**src/rtl/fsm_lights_pkg.sv**
```systemverilog
// Shared definitions for the traffic light controller: state codes, lamp
// encodings, default phase timings and the state-to-lamp decode.
package fsm_lights_pkg;

    localparam int unsigned STATE_W = 3;
    localparam int unsigned LAMP_W  = 3;

    localparam logic [STATE_W-1:0] S_MAIN_GREEN  = 3'd0;
    localparam logic [STATE_W-1:0] S_MAIN_YELLOW = 3'd1;
    localparam logic [STATE_W-1:0] S_ALL_RED1    = 3'd2;
    localparam logic [STATE_W-1:0] S_SIDE_GREEN  = 3'd3;
    localparam logic [STATE_W-1:0] S_SIDE_YELLOW = 3'd4;
    localparam logic [STATE_W-1:0] S_ALL_RED2    = 3'd5;

    localparam logic [LAMP_W-1:0] LAMP_R = 3'b100;
    localparam logic [LAMP_W-1:0] LAMP_Y = 3'b010;
    localparam logic [LAMP_W-1:0] LAMP_G = 3'b001;

    localparam int unsigned DEF_T_MIN_GREEN  = 8;
    localparam int unsigned DEF_T_YELLOW     = 3;
    localparam int unsigned DEF_T_ALL_RED    = 2;
    localparam int unsigned DEF_T_SIDE_GREEN = 6;
    localparam int unsigned DEF_CW           = 8;

    typedef struct packed {
        logic [LAMP_W-1:0] main_lamps;
        logic [LAMP_W-1:0] side_lamps;
    } lamps_t;

    // Unknown codes show red both ways so a corrupted state never opens a road.
    function automatic lamps_t lamp_decode(input logic [STATE_W-1:0] state);
        lamps_t l;
        l.main_lamps = LAMP_R;
        l.side_lamps = LAMP_R;
        case (state)
            S_MAIN_GREEN:  l.main_lamps = LAMP_G;
            S_MAIN_YELLOW: l.main_lamps = LAMP_Y;
            S_SIDE_GREEN:  l.side_lamps = LAMP_G;
            S_SIDE_YELLOW: l.side_lamps = LAMP_Y;
            default:       l.main_lamps = LAMP_R;
        endcase
        return l;
    endfunction

endpackage

```
**src/rtl/phase_timer.sv**
```systemverilog
// Phase counter: clears on request, otherwise counts up and holds at a limit.
module phase_timer #(
    parameter int unsigned CW = 8
) (
    input  logic          Clock,
    input  logic          Reset,
    input  logic          i_clear,
    input  logic [CW-1:0] i_sat_limit,
    output logic [CW-1:0] o_count
);

    logic [CW-1:0] r_count;

    always_ff @(posedge Clock or negedge Reset) begin
        if (!Reset) begin
            r_count <= '0;
        end else if (i_clear) begin
            r_count <= '0;
        end else if (r_count != i_sat_limit) begin
            r_count <= r_count + CW'(1);
        end
    end

    assign o_count = r_count;

endmodule

```
**src/rtl/traffic_light_controller.sv**
```systemverilog
// Two-road intersection controller: main road rests on green, side road is
// served after a minimum main green once a request has been latched.
module traffic_light_controller
    import fsm_lights_pkg::*;
#(
    parameter int unsigned T_MIN_GREEN  = DEF_T_MIN_GREEN,
    parameter int unsigned T_YELLOW     = DEF_T_YELLOW,
    parameter int unsigned T_ALL_RED    = DEF_T_ALL_RED,
    parameter int unsigned T_SIDE_GREEN = DEF_T_SIDE_GREEN,
    parameter int unsigned CW           = DEF_CW
) (
    input  logic              Clock,
    input  logic              Reset,
    input  logic              Req,
    output logic [LAMP_W-1:0] MainLights,
    output logic [LAMP_W-1:0] SideLights,
    output logic              ReqPending
);

    localparam logic [CW-1:0] MG_LAST = CW'(T_MIN_GREEN - 1);
    localparam logic [CW-1:0] Y_LAST  = CW'(T_YELLOW - 1);
    localparam logic [CW-1:0] AR_LAST = CW'(T_ALL_RED - 1);
    localparam logic [CW-1:0] SG_LAST = CW'(T_SIDE_GREEN - 1);

    logic [STATE_W-1:0] r_state;
    logic [STATE_W-1:0] w_state_next;
    logic [CW-1:0]      w_count;
    logic [CW-1:0]      w_sat_limit;
    logic               w_clear;
    logic               w_serve_side;
    logic               r_req_pending;
    logic [LAMP_W-1:0]  r_main_lights;
    logic [LAMP_W-1:0]  r_side_lights;
    lamps_t             w_lamps_next;

    phase_timer #(
        .CW (CW)
    ) u_phase_timer (
        .Clock       (Clock),
        .Reset       (Reset),
        .i_clear     (w_clear),
        .i_sat_limit (w_sat_limit),
        .o_count     (w_count)
    );

    // Only main green saturates; other phases exit long before all-ones.
    assign w_sat_limit  = (r_state == S_MAIN_GREEN) ? MG_LAST : '1;
    assign w_clear      = (w_state_next != r_state);
    assign w_serve_side = (r_state == S_ALL_RED1) && (w_state_next == S_SIDE_GREEN);

    always_ff @(posedge Clock or negedge Reset) begin
        if (!Reset) begin
            r_state <= S_MAIN_GREEN;
        end else begin
            r_state <= w_state_next;
        end
    end

    always_comb begin
        w_state_next = r_state;
        case (r_state)
            S_MAIN_GREEN:  if ((w_count == MG_LAST) && (r_req_pending || Req))
                               w_state_next = S_MAIN_YELLOW;
            S_MAIN_YELLOW: if (w_count == Y_LAST)  w_state_next = S_ALL_RED1;
            S_ALL_RED1:    if (w_count == AR_LAST) w_state_next = S_SIDE_GREEN;
            S_SIDE_GREEN:  if (w_count == SG_LAST) w_state_next = S_SIDE_YELLOW;
            S_SIDE_YELLOW: if (w_count == Y_LAST)  w_state_next = S_ALL_RED2;
            S_ALL_RED2:    if (w_count == AR_LAST) w_state_next = S_MAIN_GREEN;
            default:       w_state_next = S_ALL_RED2;
        endcase
    end

    // A new request on the serving edge wins over the clear.
    always_ff @(posedge Clock or negedge Reset) begin
        if (!Reset) begin
            r_req_pending <= 1'b0;
        end else if (Req) begin
            r_req_pending <= 1'b1;
        end else if (w_serve_side) begin
            r_req_pending <= 1'b0;
        end
    end

    always_comb begin
        w_lamps_next = lamp_decode(w_state_next);
    end

    // Lamps are registered from the next state so they track r_state exactly.
    always_ff @(posedge Clock or negedge Reset) begin
        if (!Reset) begin
            r_main_lights <= LAMP_G;
            r_side_lights <= LAMP_R;
        end else begin
            r_main_lights <= w_lamps_next.main_lamps;
            r_side_lights <= w_lamps_next.side_lamps;
        end
    end

    assign MainLights = r_main_lights;
    assign SideLights = r_side_lights;
    assign ReqPending = r_req_pending;

endmodule

```
**config.mk**
```make
export PLATFORM = sky130hd
export DESIGN_NAME = traffic_light_controller
export DESIGN_NICKNAME = d
export VERILOG_FILES = /design/src/rtl/fsm_lights_pkg.sv /design/src/rtl/phase_timer.sv /design/src/rtl/traffic_light_controller.sv
export SDC_FILE = /design/constraint.sdc
export NUM_CORES = 1
export LEC_CHECK = 0
export BUFFER_PORTS_ARGS = -buffer_cell sky130_fd_sc_hd__buf_4
export CORE_ASPECT_RATIO = 1.4
export CORE_MARGIN = 8
export CORE_UTILIZATION = 40
export CTS_BUF_LIST = sky130_fd_sc_hd__clkbuf_4 sky130_fd_sc_hd__clkbuf_8 sky130_fd_sc_hd__clkbuf_16
export DETAILED_ROUTE_END_ITERATION = 7
export GPL_ROUTABILITY_DRIVEN = 1
export GPL_TIMING_DRIVEN = 0
export PLACE_DENSITY = 0.57
export RECOVER_POWER = 100
export SYNTH_ARGS = -nofsm -noshare
export SYNTH_HDL_FRONTEND = slang
export SYNTH_SLANG_ARGS = --single-unit
```
**constraint.sdc**
```tcl
create_clock -name Clock -period 2.23 [get_ports Clock]
set_input_delay 0.223 -clock Clock [delete_from_list [all_inputs] [get_ports Clock]]
set_output_delay 0.223 -clock Clock [all_outputs]
set_load 0.01 [all_outputs]
```
After elaboration in Yosys (flattened, before gate mapping)
Cells that the tools add are included.
Storage, ports and cells
  output and inout bits: 7
  register bits after elaboration: 18
  input bits: 3
  word-level logic and storage cells: 41
Operators by class
  equal/unequal tests: 14
  reduce and logical (&&, ||, !) cells: 7
  multiplexer cells: 14
  $add $sub $neg: 1
Operators with widths (number)
  2-to-1 mux 8 bit: 3
  2-to-1 mux 3 bit: 6
  case mux 3 bit (6 select lines): 1
  equality test 8 x 3 -> 1 bit (second input constant): 2
  case mux 3 bit (2 select lines): 2
  equality test 3 x 2 -> 1 bit (second input constant): 3
  equality test 3 bit (second input constant): 3
  adder 8 x 1 -> 8 bit (second input constant): 1
  equality test 8 x 1 -> 1 bit (second input constant): 1
  equality test 8 x 2 -> 1 bit (second input constant): 1
  != test 8 bit: 1
  equality test 3 x 1 -> 1 bit (second input constant): 2
  zero test 3 bit: 2
  nonzero test 2 bit: 2
  != test 3 bit: 1
  logical AND 1 bit: 2
  2-to-1 mux 1 bit: 2
  logical OR 1 bit: 1

Longest topological paths before layout
Gate-level depths: netlist (run 1).
  depth in word-level cells: 8
  mapped depth: 8
  depth with buffers taken out: 8

Hierarchy
From an unflattened synthesis (run 1), not the netlist that was laid out.
Second synthesis, totals
  cell total of the unflattened synthesis: 116
  area total of the unflattened synthesis: 1121.1 um^2
Modules (own cells, without submodules)
  traffic_light_controller: sequential area each 252.7 um^2, instances 1, cells an instance 64, area an instance 610.6 um^2
  phase_timer: sequential area each 200.2 um^2, instances 1, cells an instance 52, area an instance 510.5 um^2

Worst setup path after synthesis (run 1)
OpenSTA, ideal clock, no wires.
  kind: register -> register
  from: register u_phase_timer.r_count[3], in the netlist u_phase_timer.o_count[3]
  to: register u_phase_timer.r_count[1], in the netlist u_phase_timer.o_count[1]
  slack: 0.287 ns
  arrival time: 1.832 ns
  buffers on the path: 0
  clock period less this slack: 1.943 ns
  cell stages (with the launch flop): 5
  library setup time: 0.111 ns
  required time: 2.119 ns
  path through: dfrtp_1 or4_4 nor4b_4 o21bai_2 a2111oi_2
Between the ends
  longest elaborated chain between the ends: 6
  elaborated cells between the ends (all ways): 16
  those cells by class: eq/ne: 6; mux: 8; reduce/logical: 2
RTL lines
  from (decl): line phase_timer.sv:12  | logic [CW-1:0] r_count;
  from (signal assigned): line phase_timer.sv:20  | r_count <= r_count + CW'(1);
  equality test 8 x 3 -> 1 bit: line traffic_light_controller.sv:62  | S_MAIN_GREEN: if ((w_count == MG_LAST) && (r_req_pending || Req))
  logical AND 1 bit: line traffic_light_controller.sv:62
  2-to-1 mux 3 bit: line traffic_light_controller.sv:62
  case mux 3 bit (6 select lines): line traffic_light_controller.sv:61  | case (r_state)
  != test 3 bit: line traffic_light_controller.sv:48  | assign w_clear = (w_state_next != r_state);
  2-to-1 mux 8 bit / nonzero test 2 bit (equally long branches)
Several ways; a longest one is shown, not always the timed one.
A chain may end at the register's enable or synchronous reset.

Worst setup path after layout (run 1)
Same ends and word-level chain as after synthesis.

==> impl_results.md, run 1 <==
* Max-slew headroom at 36.19%
* Warnings, synthesis at 0
* Core footprint at 2587 sq um
* P_int at 428.9 uW
* Syn Inst Count at 118
* CTS Buffer Depth at 2
* RSZ-0062 raised after global routing: false
* Synthesized Nets at 124
* Worst Setup Start Kind: flop
* Syn Std Cell Area at 1082 sq um
* Worst path arrival time at 2.31 ns
* Peak VDD IR at 0.0003129 V
* Detail Route Antenna Nets at 0
* TritonRoute pass-1 iters at 4
* Vias in the first global route at 892
* Required time worst endpoint at 2.43 ns
* Total wire length at 2448 um
* Die Height at 77.55 um
* Hold Fails Final Rpt at 0
* Initial DRC Count at 31
* Largest net degree at the start of global routing at 19
* Final period util at 94.79%
* Area of all placed cells without fillers at 1220 sq um
* Flops & latches, synth at 18
* Die width at 59.96 um
* GR Overflow Total at 0
* Power share of the sequential group at 60.6%
* Final Max Tran Viols at 0
* WHS at 0.1129 ns
* Layout Area Growth over Synthesis at 12.72%
* Worst setup EP type: flop
* DRC viols at 0
* Mapped Avg Cell Area at 9.172 sq um
* Actual slew at the worst max-slew pin at 0.9571 ns
* F_max at 0.4731 GHz
* EDFF count, synth at 0
* Pwr Total at 538.8 uW
* Post-synthesis sequential area ratio at 41.85%
* Antenna diodes at 0
* Layout cells sized above 1 at 9.091%
* Detailed-route vias per instance at 5.601
* Row cnt at 22
* H-tree levels at 1
* CTS Buf Count at 3
* Gate power share at 1.8%
* Antenna violations before repair at 0
* Clock tree from TritonCTS: built
* Worst min-delay path class: primary input to flop
* Total Negative Setup Slacks at 0 ns
* Sw frac at 20.41%
* Root buf cell: clkbuf_4
* Max-Cap Viols at 0
* Net switching power figure at 110.0 uW
* Final setup fails at 0
* Primary FF master, synth: dfrtp_1
* Final GP Congestion at 0.8445
* DPL Wire Length at 1847 um
* Initial Util at 41.83%
* Final Skew at 0.005180 ns
* Sink Count at 18
* Clock transition at the registers of the reported paths at 0.10 ns
* Worst skew pair latency at 0.30 ns
* # nets final at 139
* DR WL/cell at 14.57 um
* Outcome: finished clean
* Leak at 0.4458 nW
* Clock Power Share at 37.7%
* FFs w/ async S/R, synth at 100.0%
* First-pass GRT wire length at 4022 um
* Crit Path Max Fanout at 8
* Post-DP Area at 1195 sq um
* Vias after detailed routing at 941
* PwrDens at 441.7 nW/um^2
* Crit path time final at 2.114 ns
* I/O Buffers at 9
* Post-Place Cells at 163
* Total track usage at 11.21%
* Die area at 4650 sq um
* Non-filler cells, final at 168
* Worst setup path category: flop to flop
* Synth cell types at 40
* Top-Level Pins at 10
per-layer routing:
metal  global-route usage, %  wire [um]  up-vias
li1                        -          -      462
met1                   12.12        981      446
met2                   19.18       1272       22
met3                   1.815        100       11
met4                   7.194         95        0
met5                       0          0        -
registers in the layout (all words and copies together), names as in the netlist:
| name | flops |
|---|---|
| u_phase_timer.o_count | 8 |
| MainLights | 3 |
| SideLights | 3 |
| r_state | 3 |
| ReqPending | 1 |
worst max-delay path, stage by stage (launching register included):
cell	delay, ns
dfrtp_1	0.48
or4_4	0.61
nor4b_4	0.41
o21bai_2	0.16
a2111oi_2	0.36
cell families (layout without fill, tap and decap cells):
group / Yosys count / after routing / share of synthesized area, %
AO/OA/AOI/OAI: 30 / 30 / 20.58
XOR/XNOR: 3 / 3 / 2.428
flip-flops: 18 / 18 / 41.85
buffers and inverters: 12 / 26 / 4.162
AND/OR/NAND/NOR: 52 / 52 / 27.51
adder cells (fa/ha/maj): 3 / 3 / 3.469
cell usage in the layout, fill, tap and decap left out, drive strengths merged, types with 2 or more instances in the layout:
| cell type | Yosys | layout |
|---|---|---|
| o31ai | 3 | 3 |
| nand4 | 2 | 2 |
| or4 | 3 | 3 |
| o21ai | 5 | 5 |
| nand2b | 3 | 3 |
| dfrtp | 16 | 16 |
| ha | 3 | 3 |
| clkbuf | 6 | 18 |
| o211ai | 2 | 2 |
| o311ai | 2 | 2 |
| nor4 | 3 | 3 |
| nor2b | 2 | 2 |
| dfstp | 2 | 2 |
| nor3 | 6 | 6 |
| nand3 | 9 | 9 |
| and2 | 3 | 3 |
| xnor2 | 3 | 3 |
| inv | 6 | 6 |
| nand2 | 6 | 6 |
| a21oi | 6 | 6 |
| nor2 | 11 | 11 |
path summary, 6_finish.rpt:
kind / from / end / slack, ns / cells after the start
setup / recovery: u_phase_timer.o_count[3] / u_phase_timer.o_count[1] / 0.12 / 4
hold / removal: Req / ReqPending / 0.11 / 2
setup reg to reg: u_phase_timer.o_count[3] / u_phase_timer.o_count[1] / 0.12 / 4
hold reg to reg: ReqPending / ReqPending / 0.57 / 2
max in group asynchronous: Reset / u_phase_timer.o_count[6] / 1.07 / 2
min in group asynchronous: Reset / u_phase_timer.o_count[4] / 0.58 / 2
cell type report:
class | count | area, sq um
fillers | 285 | 1368
plain buffers | 6 | 22.52
inverters | 6 | 22.52
repair buffers | 10 | 47.55
clock buffers | 4 | 36.28
well taps | 36 | 45.04
multi-input cells | 88 | 593.1
flip-flops and latches | 18 | 452.9
power groups by stage:
stage	combinational, mW	sequential (mW)	clock [mW]
after floorplan	0.000259	0.333	0
after global placement	0.00962	0.333	0
after detailed placement	0.00964	0.333	0
after CTS	0.0110	0.326	0.213
after global routing	0.0116	0.327	0.228
final	0.00945	0.326	0.203
cell usage after synthesis (2+ instances only):
| cell | count | share of area (%) |
|---|---|---|
| nor2_1 | 11 | 3.8 |
| o311ai_1 | 2 | 1.6 |
| dfstp_2 | 2 | 4.9 |
| ha_1 | 3 | 3.5 |
| dfrtp_1 | 16 | 37 |
| clkbuf_1 | 6 | 2.1 |
| o31ai_1 | 3 | 2.1 |
| nor2b_1 | 2 | 1.2 |
| and2_1 | 3 | 1.7 |
| inv_1 | 6 | 2.1 |
| nand4_1 | 2 | 1.2 |
| o21ai_0 | 4 | 1.8 |
| or4_1 | 2 | 1.4 |
| xnor2_1 | 3 | 2.4 |
| nand2b_1 | 3 | 1.7 |
| nand2_1 | 6 | 2.1 |
| a21oi_1 | 6 | 2.8 |
| nand3_1 | 9 | 4.2 |
| nor3_1 | 6 | 2.8 |
| o211ai_1 | 2 | 1.4 |
| nor4_1 | 2 | 1.2 |
timing repair:
action	in CTS	in global routing
resized for setup	0	1
endpoints found under the hold margin	16	0
setup buffers	0	0
hold buffers	1	0
setup endpoints to repair	0	4
stage by stage:
step                      utilization (%)  setup WS (ns)
after floorplan                         -         0.2866
after global placement              46.18         0.1550
after detailed placement            46.18         0.1319
after CTS                           47.97         0.1175
after global routing                47.15       0.004223
final                               47.15         0.1161
No activity file was read; power rests on OpenSTA's default activity.
==> run 2, diff against run 1 <==
--- a/config.mk
+++ b/config.mk
@@ -8,12 +8,12 @@
 export BUFFER_PORTS_ARGS = -buffer_cell sky130_fd_sc_hd__buf_4
 export CORE_ASPECT_RATIO = 1.4
 export CORE_MARGIN = 8
-export CORE_UTILIZATION = 40
+export CORE_UTILIZATION = 46
 export CTS_BUF_LIST = sky130_fd_sc_hd__clkbuf_4 sky130_fd_sc_hd__clkbuf_8 sky130_fd_sc_hd__clkbuf_16
 export DETAILED_ROUTE_END_ITERATION = 7
 export GPL_ROUTABILITY_DRIVEN = 1
 export GPL_TIMING_DRIVEN = 0
-export PLACE_DENSITY = 0.57
+export PLACE_DENSITY = 0.64
 export RECOVER_POWER = 100
 export SYNTH_ARGS = -nofsm -noshare
 export SYNTH_HDL_FRONTEND = slang
==> impl_results.md, run 2 (synthesized netlist as in run 1, its figures left out) <==
* Outcome: finished clean
* Slowest-stage cell, CP: or4_4
* Max-slew headroom at 37.54% (+1.3 points)
* Antenna violations before repair at 0 (unchanged)
* Max-Cap Viols at 0 (unchanged)
* CTS Buffer Depth at 2 (unchanged)
* F_max at 0.4734 GHz (about the same)
* GR Overflow Total at 0 (unchanged)
* Worst skew pair latency at 0.29 ns (about the same)
* P_int at 428.6 uW (about the same)
* Final Max Tran Viols at 0 (unchanged)
* Net switching power figure at 108.8 uW (-1.1%)
* Actual slew at the worst max-slew pin at 0.9369 ns (-0.02025 ns)
* DPL Wire Length at 1810 um (-2.0%)
* Clock tree from TritonCTS: built
* Peak VDD IR at 0.0002257 V (-28%)
* Power share of the sequential group at 60.7% (about the same)
* Detail Route Antenna Nets at 0 (unchanged)
* Setup Fix Bufs, Post-CTS at 0 (unchanged)
* Final period util at 94.72% (about the same)
* Multi-input logic area at 593.1 sq um (unchanged)
* Worst path arrival time at 2.30 ns (about the same)
* Largest net degree at the start of global routing at 19 (unchanged)
* Vias after detailed routing at 947 (+0.64%)
* Core footprint at 2312 sq um (-11%)
* # nets final at 139 (unchanged)
* Top-Level Pins at 10 (unchanged)
* Die area at 4183 sq um (-10%)
* Leading cell type in the layout, fill and taps excluded: dfrtp_1
* Crit path time final at 2.112 ns (-0.001563 ns)
* Gate power share at 1.7% (about the same)
* Initial Util at 46.81% (+5.0 points)
* Die Height at 73.39 um (-5.4%)
* Layout Area Growth over Synthesis at 11.21%
* Sink Count at 18 (unchanged)
* Leak at 0.4464 nW (+0.13%)
* Vias in the first global route at 987 (+11%)
* H-tree levels at 1 (unchanged)
* Final setup fails at 0 (unchanged)
* Hold Fails Final Rpt at 0 (unchanged)
* I/O Buffers at 9 (unchanged)
* CP endpoint: u_phase_timer.o_count[1]
* First-pass GRT wire length at 4091 um (+1.7%)
* Slack of the worst reg-to-reg path at 0.12 ns (about the same)
* Required time worst endpoint at 2.42 ns (about the same)
* Crit path launch: u_phase_timer.o_count[3]
* Clock Power Share at 37.5% (-0.2 points)
* TritonRoute pass-1 iters at 4 (unchanged)
* Layout cells sized above 1 at 9.091% (unchanged)
* Final GP Congestion at 0.8374 (-0.84%)
* PwrDens at 446.5 nW/um^2 (+1.1%)
* Antenna diodes at 0 (unchanged)
* Worst setup path category: flop to flop
* Final-layout fill cell count at 217 (-24%)
* Critical-path cell list: or4_4 -> nor4b_4 -> o21bai_2 -> a2111oi_2
* Reg area at 452.9 sq um (unchanged)
* Crit Path Max Fanout at 8 (unchanged)
* CTS Buf Count at 3 (unchanged)
* Total Negative Setup Slacks at 0 ns (unchanged)
* Initial DRC Count at 39 (+26%)
* Total wire length at 2412 um (-1.5%)
* Die width at 57.00 um (-4.9%)
* DRC viols at 0 (unchanged)
* Worst Setup Start Kind: flop
* Worst min-delay path class: primary input to flop
* Row cnt at 21 (-4.5%)
* Total track usage at 11.97% (+0.76 points)
* Sw frac at 20.24% (-0.17 points)
* DR WL/cell at 15.56 um (+6.8%)
* Commonest non-fill, non-tap cells in the layout: dfrtp_1 (16), clkbuf_1 (14), nor2_1 (11)
* Worst Reg-to-Reg Cells at 4 (unchanged)
* Worst setup EP type: flop
* Clock transition at the registers of the reported paths at 0.11 ns (about the same)
* Final Skew at 0.003464 ns (-0.001716 ns)
* RSZ-0062 raised after global routing: false
* Root buf cell: clkbuf_4
* Largest register FFs at 8 (unchanged)
* RR Endpoint: u_phase_timer.o_count[1]
* Worst R2R Start: u_phase_timer.o_count[3]
* Detailed-route vias per instance at 6.110 (+9.1%)
* Pwr Total at 537.4 uW (-0.26%)
* Critical path's largest stage delay at 0.61 ns (about the same)
-- run 2: cell counts in the layout (fill, tap and decap cells not counted) --
Identical to the previous run, type by type.
-- run 2: stage by stage --
step	hold WS, ns	setup slack, ns	util, %	std cells	cell area, sq um
2_1_floorplan	-0.07259	0.2866	-	118	1082
3_3_place_gp	0.1029	0.1261	50.97	150	1179
3_5_place_dp	0.1040	0.09537	50.97	150	1179
4_1_cts	0.1261	0.08544	52.98	155	1225
5_1_grt	0.1335	0.01081	52.06	155	1204
6_report	0.1317	0.1176	52.06	155	1204
-- run 2: worst min path at each step --
stage                from       endpoint  cells past startpoint
floorplan           Reset  MainLights[1]                      0
global placement    Reset  MainLights[1]                      1
detailed placement  Reset  MainLights[1]                      1
CTS                   Req     ReqPending                      2
global route          Req     ReqPending                      2
finish                Req     ReqPending                      2
-- run 2: worst max-delay path: cells and delay by family, from the launching register on --
| family | cells | cell delay (ns) |
|---|---|---|
| compound gates | 2 | 0.52 |
| flops | 1 | 0.49 |
| simple gates | 2 | 1.00 |
-- run 2: final cells by class --
cell class / count / share of cell area [%]
plain buffers: 6 / 1.871
clock buffers: 4 / 3.015
inverters: 6 / 1.871
multi-input cells: 88 / 49.27
flip-flops and latches: 18 / 37.63
well taps: 23 / 2.391
repair buffers: 10 / 3.950
-- run 2: metal layers --
metal  GRT usage [%]  vias up  share of wire, %
met2           21.16       21                51
met5               0        -                 0
li1                -      468                 -
met4           7.853        0               2.6
met3           2.591        6               4.9
met1           12.23      452                42
-- run 2: power groups by stage --
stage | Sequential, mW | Combinational [mW] | Clock [mW]
5_1_grt | 0.327 | 0.0115 | 0.224
3_5_place_dp | 0.333 | 0.00950 | 0
4_1_cts | 0.326 | 0.0109 | 0.213
6_report | 0.326 | 0.00932 | 0.202
2_1_floorplan | 0.333 | 0.000259 | 0
3_3_place_gp | 0.333 | 0.00939 | 0
-- run 2: what timing repair did --
action | in CTS | in global routing
resized for setup | 0 | 1
endpoints found under the setup margin | 0 | 1
hold buffers | 1 | 0
endpoints found under the hold margin | 16 | 0
